File: src/rtl/alu_pkg.sv
// Shared constants for the alu and its registered command front end alu_seq.
// Holds the default widths and the opcode encoding.
package alu_pkg;

   localparam int unsigned DEF_WIDTH     = 8;
   localparam int unsigned DEF_OPERATION = 3;
   localparam int unsigned DEF_SHIFT     = 3;

   localparam logic [DEF_OPERATION-1:0] OP_ADD = DEF_OPERATION'(0);
   localparam logic [DEF_OPERATION-1:0] OP_SUB = DEF_OPERATION'(1);
   localparam logic [DEF_OPERATION-1:0] OP_AND = DEF_OPERATION'(2);
   localparam logic [DEF_OPERATION-1:0] OP_OR  = DEF_OPERATION'(3);
   localparam logic [DEF_OPERATION-1:0] OP_XOR = DEF_OPERATION'(4);
   localparam logic [DEF_OPERATION-1:0] OP_NOR = DEF_OPERATION'(5);
   localparam logic [DEF_OPERATION-1:0] OP_SLL = DEF_OPERATION'(6);
   localparam logic [DEF_OPERATION-1:0] OP_SRL = DEF_OPERATION'(7);

endpackage

File: src/rtl/alu.sv
// Combinational alu: arithmetic, logic and shift ops with zero and signed-overflow flags.
// Overflow is only meaningful for ADD/SUB and reads 0 for every other opcode.
module alu
   import alu_pkg::*;
#(
   parameter int unsigned WIDTH     = DEF_WIDTH,
   parameter int unsigned OPERATION = DEF_OPERATION,
   parameter int unsigned SHIFT     = DEF_SHIFT
) (
   input  logic [OPERATION-1:0] op,
   input  logic [WIDTH-1:0]     x,
   input  logic [WIDTH-1:0]     y,
   input  logic [SHIFT-1:0]     shamt,
   input  logic                 carry,
   output logic [WIDTH-1:0]     result_c,
   output logic                 zero_c,
   output logic                 overflow_c
);

   logic [WIDTH-1:0] sum;
   logic [WIDTH-1:0] diff;

   always_comb begin
      sum        = x + y + WIDTH'(carry);
      diff       = x - y;
      result_c   = '0;
      overflow_c = 1'b0;
      case (op)
         OP_ADD: begin
            result_c   = sum;
            // Same-sign operands producing an opposite-sign sum.
            overflow_c = (x[WIDTH-1] == y[WIDTH-1]) && (sum[WIDTH-1] != x[WIDTH-1]);
         end
         OP_SUB: begin
            result_c   = diff;
            overflow_c = (x[WIDTH-1] != y[WIDTH-1]) && (diff[WIDTH-1] != x[WIDTH-1]);
         end
         OP_AND:  result_c = x & y;
         OP_OR:   result_c = x | y;
         OP_XOR:  result_c = x ^ y;
         OP_NOR:  result_c = ~(x | y);
         OP_SLL:  result_c = x << shamt;
         OP_SRL:  result_c = x >> shamt;
         default: result_c = '0;
      endcase
      zero_c = (result_c == '0);
   end

endmodule

File: src/rtl/alu_seq.sv
// Two-stage valid/ready front end for the alu, with chain mode feeding the last result back as x.
// Define ALU_SEQ_STICKY_OVF_EN to add the ovf_sticky / ovf_clear overflow latch.
module alu_seq
   import alu_pkg::*;
#(
   parameter int unsigned WIDTH     = DEF_WIDTH,
   parameter int unsigned OPERATION = DEF_OPERATION,
   parameter int unsigned SHIFT     = DEF_SHIFT
) (
   input  logic                 clk,
   input  logic                 rst,
   input  logic                 cmd_valid,
   output logic                 cmd_ready,
   input  logic [OPERATION-1:0] cmd_op,
   input  logic [WIDTH-1:0]     cmd_x,
   input  logic [WIDTH-1:0]     cmd_y,
   input  logic [SHIFT-1:0]     cmd_shamt,
   input  logic                 cmd_carry,
   input  logic                 cmd_chain,
   output logic                 rsp_valid,
   input  logic                 rsp_ready,
   output logic [WIDTH-1:0]     rsp_result,
   output logic                 rsp_zero,
   output logic                 rsp_overflow,
   output logic                 busy
`ifdef ALU_SEQ_STICKY_OVF_EN
   ,
   output logic                 ovf_sticky,
   input  logic                 ovf_clear
`endif
);

   logic                 s1_valid;
   logic                 s2_valid;
   logic [OPERATION-1:0] s1_op;
   logic [WIDTH-1:0]     s1_x;
   logic [WIDTH-1:0]     s1_y;
   logic [SHIFT-1:0]     s1_shamt;
   logic                 s1_carry;
   logic                 s1_chain;
   logic [WIDTH-1:0]     acc;

   logic                 s1_adv;
   logic                 s2_adv;
   logic                 accept;
   logic [WIDTH-1:0]     alu_x;
   logic [WIDTH-1:0]     alu_result;
   logic                 alu_zero;
   logic                 alu_overflow;

   // Handshake: a full pipe still accepts when the response is popped this cycle.
   assign s2_adv    = !s2_valid || rsp_ready;
   assign s1_adv    = s1_valid && s2_adv;
   assign cmd_ready = !s1_valid || s1_adv;
   assign accept    = cmd_valid && cmd_ready;
   assign busy      = s1_valid || s2_valid;
   assign rsp_valid = s2_valid;

   // In-order flow means acc always holds the preceding command's result.
   assign alu_x = s1_chain ? acc : s1_x;

   alu #(
      .WIDTH     (WIDTH),
      .OPERATION (OPERATION),
      .SHIFT     (SHIFT)
   ) u_alu (
      .op         (s1_op),
      .x          (alu_x),
      .y          (s1_y),
      .shamt      (s1_shamt),
      .carry      (s1_carry),
      .result_c   (alu_result),
      .zero_c     (alu_zero),
      .overflow_c (alu_overflow)
   );

   always_ff @(posedge clk) begin
      if (rst) begin
         s1_valid     <= 1'b0;
         s2_valid     <= 1'b0;
         acc          <= '0;
         rsp_result   <= '0;
         rsp_zero     <= 1'b0;
         rsp_overflow <= 1'b0;
      end else begin
         if (cmd_ready) s1_valid <= cmd_valid;
         if (s2_adv)    s2_valid <= s1_valid;
         if (s1_adv) begin
            rsp_result   <= alu_result;
            rsp_zero     <= alu_zero;
            rsp_overflow <= alu_overflow;
            acc          <= alu_result;
         end
      end
   end

   // Operand payload needs no reset; s1_valid qualifies it.
   always_ff @(posedge clk) begin
      if (accept) begin
         s1_op    <= cmd_op;
         s1_x     <= cmd_x;
         s1_y     <= cmd_y;
         s1_shamt <= cmd_shamt;
         s1_carry <= cmd_carry;
         s1_chain <= cmd_chain;
      end
   end

`ifdef ALU_SEQ_STICKY_OVF_EN
   // Set on an overflowing response handshake; set wins over clear.
   always_ff @(posedge clk) begin
      if (rst) begin
         ovf_sticky <= 1'b0;
      end else if (s2_valid && rsp_ready && rsp_overflow) begin
         ovf_sticky <= 1'b1;
      end else if (ovf_clear) begin
         ovf_sticky <= 1'b0;
      end
   end
`endif

endmodule

File: config.mk
export PLATFORM = sky130hd
export DESIGN_NAME = alu_seq
export DESIGN_NICKNAME = d
export VERILOG_FILES = /design/src/rtl/alu_pkg.sv /design/src/rtl/alu.sv /design/src/rtl/alu_seq.sv
export SDC_FILE = /design/constraint.sdc
export NUM_CORES = 1
export LEC_CHECK = 0
export ABC_AREA = 0
export BUFFER_PORTS_ARGS = -buffer_cell sky130_fd_sc_hd__buf_2
export CAP_MARGIN = 0
export CELL_PAD_IN_SITES_DETAIL_PLACEMENT = 1
export CELL_PAD_IN_SITES_GLOBAL_PLACEMENT = 1
export CORE_MARGIN = 2
export CORE_UTILIZATION = 41
export DETAILED_ROUTE_END_ITERATION = 10
export PLACE_DENSITY_LB_ADDON = 0.2
export SYNTH_ARGS = -nofsm -noshare
export SYNTH_HDL_FRONTEND = slang
export SYNTH_HIERARCHICAL = 1
export SYNTH_SLANG_ARGS = --single-unit
File: constraint.sdc
create_clock -name clk -period 3.05 [get_ports clk]
set_input_delay 0.7625 -clock clk [delete_from_list [all_inputs] [get_ports clk]]
set_output_delay 0.7625 -clock clk [all_outputs]
set_load 0.03 [all_outputs]
* Word-level counts from Yosys, hierarchy flattened
Cells that the tools add are included.
Storage, ports and cells: word-level logic and storage cells 45, flip-flop bits (word level) 36, output and inout bits 13
Cells by class: bitwise logic cells 4, equal/unequal tests 11, reductions and logical operators 11, shifts and indexed selects 2, multiplexer cells 3, add/sub/neg operators 3
Operator list (number):
- $pmux 8 s8 | 1
- $eq 3x3->1 const B | 4
- $add 8x1->8 | 1
- $add 8x8->8 | 1
- $and 8x8->8 | 1
- $logic_not 8->1 | 1
- $mux 8 | 1
- $not 8->8 | 1
- $or 8x8->8 | 1
- $shl 8x3->8 | 1
- $shr 8x3->8 | 1
- $sub 8x8->8 | 1
- $xor 8x8->8 | 1
- $eq 3x2->1 const B | 2
- $logic_and 1x1->1 | 4
- $eq 3x1->1 const B | 1
- $logic_not 3->1 | 1
- $logic_or 1x1->1 | 3
- $ne 1x1->1 | 3
- $logic_not 1->1 | 2
- $pmux 1 s2 | 1
- $eq 1x1->1 | 1

* Longest topological paths before layout
Gate-level depths: netlist (run 1).
depth in word-level cells 6, mapped depth 14

* Cells and area by module
Netlist (run 1), hierarchy kept.
By module, submodules not included:
- alu | cells an instance 260, sequential area each 0.0 um^2, area an instance 1843.0 um^2, times used 1
- alu_seq | cells an instance 87, sequential area each 960.9 um^2, area an instance 1353.8 um^2, times used 1

* Least setup slack after synthesis (run 1)
OpenSTA, ideal clock, no wires.
path kind reg2reg, from reg s1_chain, to reg rsp_zero, buffers on the path 1, cell stages (with the launch flop) 15, arrival 2.948 ns, setup time 0.072 ns, period minus slack after synthesis 3.020 ns, required time 2.978 ns, path slack 0.030 ns, cells stage by stage edfxtp_1 buf_2 mux2_2 inv_1 fa_1 fa_1 nand2b_1 a21oi_1 a2111o_1 o211ai_1 xnor2_1 a21o_1 nor4_2 nand2b_1 mux2i_1
On the way: cells in the longest elaborated chain, start to end 5
RTL lines:
- from (decl) | RTL line alu_seq.sv:40 | logic s1_chain;
- from (signal assigned) | RTL line alu_seq.sv:105 | s1_chain <= cmd_chain;
- $mux 8 (*) | RTL line alu_seq.sv:60 | assign alu_x = s1_chain ? acc : s1_x;
- via alu_x[0] | RTL line alu_seq.sv:46 | logic [WIDTH-1:0] alu_x;
- $add 8x8->8 | RTL line alu.sv:24 | sum = x + y + WIDTH'(carry);
- $add 8x1->8 | RTL line alu.sv:24
- $pmux 8 s8 (*) | RTL line alu.sv:28 | case (op)
- via alu_result[6] | RTL line alu_seq.sv:47 | logic [WIDTH-1:0] alu_result;
- $logic_not 8->1 (*) | RTL line alu.sv:46 | zero_c = (result_c == '0);
- via alu_zero | RTL line alu_seq.sv:48 | logic alu_zero;
- to (signal assigned) | RTL line alu_seq.sv:90 | rsp_zero <= alu_zero;
- to (decl) | RTL line alu_seq.sv:23 | output logic rsp_zero,
Mark *: on every way through the listed nets, which the timed path passes. The rest lies on a longest branch. A chain may end at the register's enable or synchronous reset.

* Worst setup path in the final report (run 1)
Ends and elaborated chain as after synthesis.

==> metrics.txt, run 1 <==
status=finished with violations; failing checks=setup timing; first-pass GRT wire length=15,700 um; register bit total from synthesis=36; Via density=5.62; io pins=41; setup_tns=-0.0186 ns; Seq/Total Area, Yosys=30.1%; Slew @ Worst Pin=0.757 ns; mux contribution to synthesized area=11.6%; cell count after placement=491; clock sinks=36; top_reg_cell synth=edfxtp_1; RSZ-0062 raised after global routing=yes; leakage dissipation=1.60 nW; pin count of the biggest net entering global routing=26; Finished Layout Cells=505; final core occ=50.4%; Final Max Tran Viols=0; # hold bufs at CTS=0; clk_skew=0.00810 ns; maximum clock path buffer count=2; Fmax=326 MHz; core area=0.00765 mm2; Synth Area in Compound Gates=18.6%; Max IR drop VDD=0.249 mV; period utilisation layout=101%; CP endpoint kind=flip-flop; DRC=0; worst-path maximum fanout=3; H-Tree Depth=2; final worst slack=-0.0186 ns; most common cell after layout, fill and taps aside=buf_2; die area=0.00852 mm2; Worst EP required=3.28 ns; synthesized instance count=347; Clock Pin Slew Worst Setup and Hold Paths=0.09 ns; post-synth cell types=66; # setup viols final=1; yosys warns=6; GR Util All Layers=23.5%; CP arrival=3.30 ns; Worst-Skew Late Latency=0.30 ns; DIE WIDTH=92.3 um; CTS Buf Count=5; TritonCTS clock tree=done; Nets=456; Avg Synthesized Cell Area=9.21 um2; Post-synth EDFFs=24; Min-Delay Path Class=reg -> reg; Period minus WS final=3.07 ns; Initial Util=41.8%; Final Hold Fails=0; CP startpoint kind=flip-flop; hpwl dp=7280 um; remaining antenna violation count=0; Root Driver=clkbuf_8; CP Class=reg -> reg; grt ovf=0; via count=2,838; initial antenna violation count=0; PwrDens=414 mW/mm2; Cell Area, Synth=0.00320 mm2; first-pass iteration count of the detailed router=4; largest family of logic cells by synthesized area=simple AND/OR/NAND/NOR gates; post-synth net total=401; Final GP Congestion=0.863; placement row count=32; Async S/R FF share, synth=0%; MaxCap Viol Count=0; WL per Instance=19.4 um; vias in the first global route=3,005; WHS=0.480 ns; worst relative slew slack=49.5%; Detailed Route WL=9770 um; share of cells above drive strength 1=31.5%; antenna diode count=0; Die Height=92.3 um; Simple-Gate Fraction of Synth Area=19.6%; input/output buffers=40; P&R area growth vs syn=20.6%; adder-cell share of the synthesized area=10.9%; XOR/XNOR Fraction of Synth Area=1.64%; most frequent cells in the layout=40 x buf_2, 30 x nand2b_1, 28 x buf_4; Iter 0 DRT Violations=95
## synth_stat cells, types with 3 or more instances
master,instances,area share (%)
a211o_1,3,0.82
o211ai_1,7,1.6
a22oi_1,5,1.2
o2111ai_1,3,0.82
mux2i_1,27,8.5
nor2_1,19,2.2
buf_2,8,1.3
edfxtp_1,24,23
a21boi_0,3,0.70
nand3b_1,6,1.4
a21oi_1,21,3.3
nand2_1,19,2.2
o21ai_0,9,1.4
ha_1,23,9.0
o31ai_1,3,0.70
mux2_2,9,3.2
a31oi_1,4,0.78
dfxtp_1,12,7.5
inv_1,25,2.9
fa_1,3,1.9
nor3_1,5,0.78
xnor2_1,4,1.1
nor2b_1,5,0.98
clkbuf_1,6,0.70
nand2b_1,30,5.9
o21ai_1,5,0.78
nand3_1,7,1.1
buf_6,5,1.8
## cell families after synthesis
logic type                 count (synthesis)
adders and majority gates                 26
buffers and inverters                     47
and+or+nand+nor                          111
DFF                                       36
xor gates and xnor gates                   6
AOI/OAI and AO/OA                         85
muxes                                     36
## layout make-up
class	instances	area [um2]
Inverter	25	98.8
Tap cell	102	128
Sequential cell	36	961
Multi-Input combinational cell	264	2110
Clock inverter	3	42.5
Clock buffer	5	68.8
Timing Repair Buffer	70	442
Fill cell	909	3790
## power breakdown
part | switching (W) | internal (W) | leakage (nW)
combinational | 0.000322 | 0.000252 | 1.21
clock | 0.000199 | 0.000242 | 0.0541
sequential | 0.0000291 | 0.000551 | 0.332
## worst paths after layout
kind	endpoint	slack, ns	cells past startpoint	from
worst max-delay path	rsp_zero	-0.02	13	s1_chain
worst min-delay path	rsp_overflow	0.48	2	rsp_overflow
worst max register to register	rsp_zero	-0.02	13	s1_chain
worst min register to register	rsp_overflow	0.48	2	rsp_overflow
## through the flow
step                worst slack [ns]  power, W  instance area [um2]
floorplan                     0.0301  0.000935                 3200
global placement              0.0704   0.00108                 3570
detailed placement           -0.0280   0.00110                 3570
CTS                          0.00824   0.00155                 3700
global route                  -0.222   0.00168                 3850
finish                       -0.0186   0.00160                 3850
## timing repair
action,in CTS,in global routing
setup buffers,2,4
pin swaps,4,15
gates resized for setup,3,32
setup endpoints to repair,2,3
## registers in the layout, indices dropped and copies added (netlist names)
name	count
acc	8
s1_x	8
s1_y	8
s1_op	3
s1_shamt	3
rsp_overflow	1
rsp_valid	1
rsp_zero	1
s1_carry	1
s1_chain	1
s1_valid	1
## critical path, cell delays in order (launching register included)
cell and delay (ns):
edfxtp_1 0.43, mux2_4 0.26, inv_4 0.06, ha_4 0.16, fa_2 0.36, or4b_4 0.50, o31ai_2 0.08, a211o_1 0.14
a32oi_2 0.12, nor3_2 0.22, nand4_1 0.18, nor4_2 0.29, nand2b_1 0.09, mux2i_1 0.12
## per-layer routing
| layer | track usage (%) | wire [um] |
|---|---|---|
| met4 | 6.47 | 178 |
| met2 | 39.4 | 4700 |
| met1 | 31.8 | 4340 |
| met5 | 0 | 0 |
| met3 | 3.17 | 556 |
Note: power is estimated with default switching activity, not from simulation.
==> run 2: changes to the inputs <==
--- a/config.mk
+++ b/config.mk
@@ -11,7 +11,7 @@
 export CELL_PAD_IN_SITES_DETAIL_PLACEMENT = 1
 export CELL_PAD_IN_SITES_GLOBAL_PLACEMENT = 1
 export CORE_MARGIN = 2
-export CORE_UTILIZATION = 41
+export CORE_UTILIZATION = 45
 export DETAILED_ROUTE_END_ITERATION = 10
 export PLACE_DENSITY_LB_ADDON = 0.2
 export SYNTH_ARGS = -nofsm -noshare
==> constraint.sdc (replaced) <==
create_clock -name clk -period 3.45 [get_ports clk]
set_input_delay 0.8625 -clock clk [delete_from_list [all_inputs] [get_ports clk]]
set_output_delay 0.8625 -clock clk [all_outputs]
set_load 0.03 [all_outputs]
==> run 2 against run 1 <==
  * The flow now finishes without violations
  * Sequential share of layout area up 2.4 points
  * Combinational power is 28% lower
  * Non-clock buffer count decreased by 23
  * Power shrank 22%
  * Clock power fell by 30%
  * Routed wire length fell by 11%
  * Flip-flop and latch count is the same
  * Via count is 3.7% lower
  * Cell count fell by 5.7%
  * Sequential power shrank 11%
  * Count of clock-buffer cells in the layout unchanged
  * Global-route usage rose by 0.13 points
  * Critical endpoint unchanged
==> metrics.txt, run 2 (synthesis results as in run 1) <==
TritonCTS clock tree=done (unchanged); most common cell after layout, fill and taps aside=buf_2 (unchanged); io pins=41 (unchanged); Worst R2R Path Depth=13 (unchanged); CP Class=reg -> reg (unchanged); status=complete, no violations (was finished with violations); GR Util All Layers=23.6% (was 23.5%); Worst EP required=3.68 ns (was 3.28 ns); grt met1 use=31.6% (was 31.8%); Reg-to-Reg Start=s1_chain (unchanged); Worst Hold Depth=2 (unchanged); DP Area=0.00342 mm2 (was 0.00357 mm2); final worst slack=0.226 ns (was -0.0186 ns); CP startpoint kind=flip-flop (unchanged); setup_tns=0 ns (was -0.0186 ns); most frequent cells in the layout=40 x buf_2, 30 x nand2b_1, 27 x mux2i_1 (was 40 x buf_2, 30 x nand2b_1, 28 x buf_4); input/output buffers=40 (unchanged); die area=0.00779 mm2 (was 0.00852 mm2); grt ovf=0 (unchanged); WL per Instance=18.3 um (was 19.4 um); CTS Buf Count=5 (unchanged); pin count of the biggest net entering global routing=41 (was 26); vias in the first global route=2,867 (was 3,005); # fillers=825 (was 909); antenna diode count=0 (unchanged); # hold bufs at CTS=0 (unchanged); Clock Pin Slew Worst Setup and Hold Paths=0.08 ns (was 0.09 ns); clock sinks=36 (unchanged); Final GP Congestion=0.874 (was 0.863); remaining antenna violation count=0 (unchanged); # setup viols final=0 (was 1); Global Route met2 Usage=40.8% (was 39.4%); Slew @ Worst Pin=0.802 ns (was 0.757 ns); Max IR drop VDD=0.189 mV (was 0.249 mV); Worst Hold Launch=acc[2] (was rsp_overflow); leakage dissipation=1.44 nW (was 1.60 nW); fin area=0.00352 mm2 (was 0.00385 mm2); DRC=0 (unchanged); Largest regs=acc: 8 flops, s1_x: 8 flops, s1_y: 8 flops (unchanged); Fmax=310 MHz (was 326 MHz); setup bufs post-CTS=0 (was 2); Period minus WS final=3.22 ns (was 3.07 ns); gr busiest metal=met2 (unchanged); maximum clock path buffer count=2 (unchanged); # resized after CTS=0 (was 3); hpwl dp=6600 um (was 7280 um); Nets=433 (was 456); first-pass GRT wire length=14,200 um (was 15,700 um); Root Driver=clkbuf_8 (unchanged); H-Tree Depth=2 (unchanged); RSZ-0062 raised after global routing=no (was yes); MaxCap Viol Count=0 (unchanged); reg2reg setup slack=0.23 ns (was -0.02 ns); Final Max Tran Viols=0 (unchanged); clk_skew=0.00452 ns (was 0.00810 ns); period utilisation layout=93.5% (was 101%); first-pass iteration count of the detailed router=4 (unchanged); Min-Delay Path Class=reg -> reg (unchanged); Initial Util=46.8% (was 41.8%); Detailed Route WL=8690 um (was 9770 um); Via density=5.74 (was 5.62); placement row count=30 (was 32); CP endpoint kind=flip-flop (unchanged); P&R area growth vs syn=9.98% (was 20.6%); initial antenna violation count=0 (unchanged); Hold Path End=acc[2] (was rsp_overflow); Die Height=88.3 um (was 92.3 um); Worst-Skew Late Latency=0.30 ns (about the same); worst relative slew slack=46.5% (was 49.5%); core area=0.00683 mm2 (was 0.00765 mm2); GR Layer Usage met3=2.89% (was 3.17%); reg-to-reg endpoint=rsp_zero (unchanged); worst-path maximum fanout=5 (was 3); pre-CTS setup slack=0.187 ns (was -0.0280 ns); DIE WIDTH=88.3 um (was 92.3 um); Iter 0 DRT Violations=177 (was 95); Final Hold Fails=0 (unchanged); share of cells above drive strength 1=20.5% (was 31.5%); CP arrival=3.45 ns (was 3.30 ns); PwrDens=352 mW/mm2 (was 414 mW/mm2); via count=2,734 (was 2,838)
## run 2: cell types whose count changed in the layout (fill, tap and decap cells not counted), sizes merged
cell	before	now
bufinv	1	0
clkinvlp	1	2
buf	70	47
## run 2: where the power goes
group          leakage, nW  total, W  switching [W]  internal, W
Clock               0.0378  0.000307       0.000167     0.000139
Sequential           0.332  0.000517      0.0000303     0.000487
Combinational         1.07  0.000414       0.000245     0.000168
## run 2: critical path, cell delays in order (launching register included)
cell and delay, ns:
edfxtp_1 0.39, mux2_2 0.31, inv_1 0.11, fa_1 0.44, fa_1 0.43, nand2b_1 0.18
a21oi_2 0.21, a2111o_1 0.16, o211ai_1 0.09, xnor2_1 0.16, a21o_1 0.21, nor4_2 0.21
nand2b_1 0.09, mux2i_1 0.15
## run 2: worst max-delay path by stage
stage | from | end | slack [ns] | cells after the start
2_1_floorplan | s1_chain | rsp_zero | 0.43 | 14
3_3_place_gp | s1_chain | rsp_zero | 0.34 | 13
6_report | s1_chain | rsp_zero | 0.23 | 13
3_5_place_dp | s1_chain | rsp_zero | 0.19 | 13
5_1_grt | s1_chain | rsp_zero | 0.006 | 13
4_1_cts | s1_chain | rsp_zero | 0.15 | 13
## run 2: final cells by class
class                           count  area [um2]  share of cell area (%)
Clock inverter                      3        18.8                   0.534
Multi-Input combinational cell    264        2000                    56.9
Clock buffer                        5        68.8                    1.96
Tap cell                           96         120                    3.42
Inverter                           25        93.8                    2.67
Timing Repair Buffer               47         253                    7.19
Sequential cell                    36         961                    27.3
## run 2: layer usage
metal  vias up  share of wire, %
met5         -                 0
met4         0               1.0
met3         8               4.6
met2        60                49
met1      1355                45
li1       1311                 -
## run 2: metrics by stage
| stage | hold slack, ns | total power, W | std cells | utilization, % |
|---|---|---|---|---|
| global route | 0.525 | 0.00130 | 476 | 51.5 |
| CTS | 0.495 | 0.00124 | 476 | 51.4 |
| global placement | 0.460 | 0.000920 | 468 | 50.1 |
| finish | 0.489 | 0.00124 | 476 | 51.5 |
| detailed placement | 0.482 | 0.000933 | 468 | 50.1 |
| floorplan | 0.490 | 0.000826 | 347 | - |
